**config.mk**
```make
export PLATFORM = sky130hd
export DESIGN_NAME = transpose_buffer
export DESIGN_NICKNAME = d
export VERILOG_FILES = /design/src/rtl/transpose_buffer.sv
export SDC_FILE = /design/constraint.sdc
export NUM_CORES = 2
export LEC_CHECK = 0
export CORE_ASPECT_RATIO = 2
export CORE_UTILIZATION = 56
export CTS_CLUSTER_SIZE = 40
export DETAILED_ROUTE_END_ITERATION = 8
export MAX_ROUTING_LAYER = met4
export PLACE_DENSITY = 0.88
export SYNTH_ARGS = -nofsm -noshare
export SYNTH_HDL_FRONTEND = slang
export SYNTH_SLANG_ARGS = --single-unit
```
**constraint.sdc**
```tcl
create_clock -name i_clk -period 58 [get_ports i_clk]
set_clock_uncertainty 0.2 [all_clocks]
set_input_delay 8.7 -clock i_clk [delete_from_list [all_inputs] [get_ports i_clk]]
set_output_delay 8.7 -clock i_clk [all_outputs]
set_load 0.02 [all_outputs]
```
**src/rtl/transpose_buffer.sv**
```systemverilog
// 8x8 ping-pong transpose buffer: rows are written into one bank while the
// previously completed bank is read out one column per cycle.

module transpose_lane #(
    parameter int WIDTH = 12
) (
    input  logic                  i_clk,
    input  logic                  i_rst,
    input  logic                  i_wr_en,
    input  logic                  i_wr_bank,
    input  logic [7:0][WIDTH-1:0] i_wr_data,
    input  logic                  i_rd_en,
    input  logic                  i_rd_bank,
    input  logic [2:0]            i_rd_col,
    output logic [WIDTH-1:0]      o_data
);
    // One matrix row (both banks); lane K drives output row K of each column.
    logic [1:0][7:0][WIDTH-1:0] mem;

    always_ff @(posedge i_clk or posedge i_rst) begin
        if (i_rst) begin
            mem    <= '0;
            o_data <= '0;
        end else begin
            if (i_wr_en)
                mem[i_wr_bank] <= i_wr_data;
            o_data <= i_rd_en ? mem[i_rd_bank][i_rd_col] : '0;
        end
    end
endmodule

module transpose_buffer #(
    parameter int WIDTH = 12
) (
    input  logic                    i_clk,
    input  logic                    i_rst,
    input  logic                    i_valid,
    input  logic signed [WIDTH-1:0] i_data0,
    input  logic signed [WIDTH-1:0] i_data1,
    input  logic signed [WIDTH-1:0] i_data2,
    input  logic signed [WIDTH-1:0] i_data3,
    input  logic signed [WIDTH-1:0] i_data4,
    input  logic signed [WIDTH-1:0] i_data5,
    input  logic signed [WIDTH-1:0] i_data6,
    input  logic signed [WIDTH-1:0] i_data7,
    output logic                    o_valid,
    output logic signed [WIDTH-1:0] o_data0,
    output logic signed [WIDTH-1:0] o_data1,
    output logic signed [WIDTH-1:0] o_data2,
    output logic signed [WIDTH-1:0] o_data3,
    output logic signed [WIDTH-1:0] o_data4,
    output logic signed [WIDTH-1:0] o_data5,
    output logic signed [WIDTH-1:0] o_data6,
    output logic signed [WIDTH-1:0] o_data7,
    output logic [2:0]              o_col,
    output logic                    o_last
);
    logic [7:0][WIDTH-1:0] wr_data;
    logic [7:0][WIDTH-1:0] lane_data;
    logic [2:0]            wr_row;
    logic                  wr_bank;
    logic                  rd_active;
    logic [2:0]            rd_col;
    logic                  blk_done;

    assign wr_data  = {i_data7, i_data6, i_data5, i_data4,
                       i_data3, i_data2, i_data1, i_data0};
    assign blk_done = i_valid && (wr_row == 3'd7);

    always_ff @(posedge i_clk or posedge i_rst) begin
        if (i_rst) begin
            wr_row    <= '0;
            wr_bank   <= 1'b0;
            rd_active <= 1'b0;
            rd_col    <= '0;
            o_valid   <= 1'b0;
            o_col     <= '0;
            o_last    <= 1'b0;
        end else begin
            if (i_valid)
                wr_row <= wr_row + 3'd1;
            if (blk_done)
                wr_bank <= ~wr_bank;
            // A block completing on the same edge as column 7 restarts the read.
            if (blk_done) begin
                rd_active <= 1'b1;
                rd_col    <= '0;
            end else if (rd_active) begin
                rd_col <= rd_col + 3'd1;
                if (rd_col == 3'd7)
                    rd_active <= 1'b0;
            end
            o_valid <= rd_active;
            o_col   <= rd_active ? rd_col : 3'd0;
            o_last  <= rd_active && (rd_col == 3'd7);
        end
    end

    // The read bank is always the one not being written.
    genvar k;
    generate
        for (k = 0; k < 8; k++) begin : g_lane
            transpose_lane #(.WIDTH(WIDTH)) u_lane (
                .i_clk     (i_clk),
                .i_rst     (i_rst),
                .i_wr_en   (i_valid && (wr_row == 3'(k))),
                .i_wr_bank (wr_bank),
                .i_wr_data (wr_data),
                .i_rd_en   (rd_active),
                .i_rd_bank (~wr_bank),
                .i_rd_col  (rd_col),
                .o_data    (lane_data[k])
            );
        end
    endgenerate

    assign o_data0 = lane_data[0];
    assign o_data1 = lane_data[1];
    assign o_data2 = lane_data[2];
    assign o_data3 = lane_data[3];
    assign o_data4 = lane_data[4];
    assign o_data5 = lane_data[5];
    assign o_data6 = lane_data[6];
    assign o_data7 = lane_data[7];
endmodule

```
==> metrics.yaml <==
drt:
  drt-initial-drc-count: 3502
  viasPerCell: 6.46
  ant_nets: 0
  drcViolationCount: 0
  routedWlPerCell_um: 29.1
  num_vias: 44300
  first_pass_iters: 7
  wl_mm: 199
flow_run:
  maxCapViolations: 0
finish:
  drive_above_1_share_pct: 34.8
  multi_input_area_um2: 29600
  final_common_cell: "dfrtp_1"
  fillCellCount: 8974
  nNetsFinal: 5136
  final_cell_mix: "dfrtp_1 (1643), mux2_2 (1454), mux2i_1 (700)"
  area_growth_pct: 9.59
  regArea_um2: 41200
  fin_area_um2: 79800
logic_synthesis:
  synth-xor-area-share_pct: 0.0240
  yosys_warnings: 0
  synth-adder-area-share_pct: 0.137
  synth_nets: 5187
  syn-cell-area_um2: 72900
  synth_top_family_by_area: "multiplexers"
  ys_ff_latch: 1645
  synth_cell_types: 31
  ys.flop_type: "dfrtp_1"
  synth-compound-area-share_pct: 3.80
  synth.avg_cell_area_um2: 14.3
  synth_edf_count: 0
  yosysSeqAreaShare_pct: 56.5
  synthArstFlopShare_pct: 100
  synth_mux_area_share_pct: 34.4
  synth_cells: 5080
  yosys.area_share.simple_pct: 2.02
critical_path:
  worst_r2r_endpoint: "g_lane[0].u_lane.o_data[8]$_DFF_PP0_"
  slowest_delay_ps: 970
  cp_max_fo: 191
  critPathSlowestCell: "buf_4"
  critPathLaunchType: "input pin"
  path_cells: "clkdlybuf4s50_1 -> inv_8 -> buf_4 -> buf_4 -> buf_12 -> buf_4"
  arrival_ps: 13590
  rr_startpoint: "wr_bank$_DFFE_PP0P_"
  cp.required_ps: 58560
  crit_path_frequent_cell: "buf_4"
  reg2reg_setup_slack_ps: 51720
  end_kind: "async pin"
  critPathKind: "input pin to async pin"
  r2r.worst_path.cells: 7
global_route:
  use_met2_pct: 53.1
  grt_pass1_wl_mm: 300
  grt_usage_pct: 31.5
  grt_pass1_vias: 48100
  use_met1_pct: 36.1
  grt_max_degree: 192
  antenna_found_initial: 36
  gr-max-usage-layer: "met2"
  globalRouteMet3Util_pct: 4.66
  grt_overflow: 0
timing:
  slew_violations: 0
  setup-violations-final: 0
  finalHoldViolCount: 0
  relSlewSlack_pct: 13.0
  fmax_ghz: 0.0767
  worst_pin_slew_ps: 1310
  fin_ws_ps: 44970
  period_needed_ps: 13030
  fin_hold_ws_ps: 291
  finalSetupTns_ps: 0
  fin_crit_sh_pct: 22.5
  rsz0062_at_grt: "no"
floorplanning:
  coreArea_um2: 129000
  die-area_um2: 132000
  dieHeight_um: 512
  rows: 186
  initial_core_util_pct: 56.6
  ios: 200
  die_w_um: 257
place:
  portBuffers: 199
  place_ws_ps: 43960
  gp_congestion: 0.823
  placed_area_um2: 75400
  hpwl_mm: 120
pwr:
  comb_power_share_pct: 38.5
  ir_drop_mv: 0.0706
  p_leak_nw: 36.0
  power_density_nw_per_um2: 59.0
  power.share.switching_pct: 35.3
  switchingPower_mw: 1.66
  clkPwrFrac_pct: 19.5
  seqPwrFrac_pct: 41.9
  internal_power_mw: 3.05
  p_total_mw: 4.72
min_path:
  hold_class: "flip-flop to flip-flop"
  holdPathStages: 1
  worstHoldStart: "g_lane[6].u_lane.mem[173]$_DFFE_PP0P_"
  hold_end: "g_lane[6].u_lane.mem[173]$_DFFE_PP0P_"
cts:
  postCtsHoldBufs: 0
  htreeDepth: 4
  ctsResizeCount: 0
  clock-sinks: 1645
  clk_latency_ps: 770
  cts_made_buffers: 133
  clock_path_buffers: 3
  cts_tree: "built"
  clockRootBuffer: "clkbuf_16"
  clkSlewWorstSetupHoldPaths_ps: 60
  cts_setup_buffers: 0
outcome:
  status: "finished, final reports clean"
[area by class of cell]
type                       instances  share of cell area [%]
sequential                      1645                    51.6
multi-input combinational       2981                    37.1
clock buffer                     186                    4.82
timing repair buffer             261                    3.16
tap                             1692                    2.65
clock inverter                    45                   0.605
antenna                           34                   0.107
inverter                           7                  0.0439
[sequential cells by signal (all words and copies together), names as in the netlist]
signal and cells:
o_col 3, rd_col 3, wr_row 3, g_lane.u_lane.mem 1536, wr_bank 1, g_lane.u_lane.o_data 96
rd_active 1, o_valid 1, o_last 1
[synthesized netlist by cell type, drive strengths merged, types with 2 or more instances]
cell type	number	area [µm²]
inv	6	22.5
ha	8	100
o21ai	17	85.1
nor2	7	31.3
nand2	154	581
dfrtp	1645	41200
nand3	158	791
mux2i	700	7010
o2111ai	21	184
mux4	35	788
and2	6	37.5
clkbuf	161	604
mux2	1536	17300
buf	286	1620
a221oi	14	123
a22oi	314	2360
a21oi	4	20.0
nor2b	2	12.5
[worst max path at each step]
stage	cells after the start	start	to
2_1_floorplan	1	i_rst	g_lane[0].u_lane.mem[0]$_DFFE_PP0P_
3_3_place_gp	6	i_rst	g_lane[1].u_lane.mem[146]$_DFFE_PP0P_
3_5_place_dp	6	i_rst	g_lane[2].u_lane.mem[152]$_DFFE_PP0P_
4_1_cts	6	i_rst	g_lane[2].u_lane.mem[111]$_DFFE_PP0P_
5_1_grt	6	i_rst	g_lane[2].u_lane.mem[111]$_DFFE_PP0P_
6_report	6	i_rst	g_lane[1].u_lane.mem[68]$_DFFE_PP0P_
[layer usage]
metal,routed length [µm],up-vias
li1,-,18400
met5,0,-
met1,74300,23800
met3,11100,485
met4,10400,0
met2,103000,1573
[critical path, delay by kind of cell]
family / cells / cell delay [ps]
buf+inv: 6 / 4630
[power groups by stage]
stage	registers, mW	logic [mW]	clock network, mW
2_1_floorplan	1.94	1.28	0
3_3_place_gp	1.94	1.72	0
3_5_place_dp	1.99	1.79	0
4_1_cts	1.97	1.81	0.927
5_1_grt	2.04	1.92	0.967
6_report	1.98	1.82	0.920
[stage by stage]
step	utilization (%)	instances
after floorplan	-	5080
after global placement	58.6	6586
after detailed placement	58.6	6586
after CTS	62.0	6817
after global routing	62.0	6849
final	62.0	6851
[kinds of logic after synthesis]
logic type	after synthesis
xor gates and xnor gates	2
adders and majority gates	8
buffers and inverters	454
AOI/OAI and AO/OA	370
and+or+nand+nor	330
muxes	2271
DFF	1645
(Power assumes the default switching activity.)
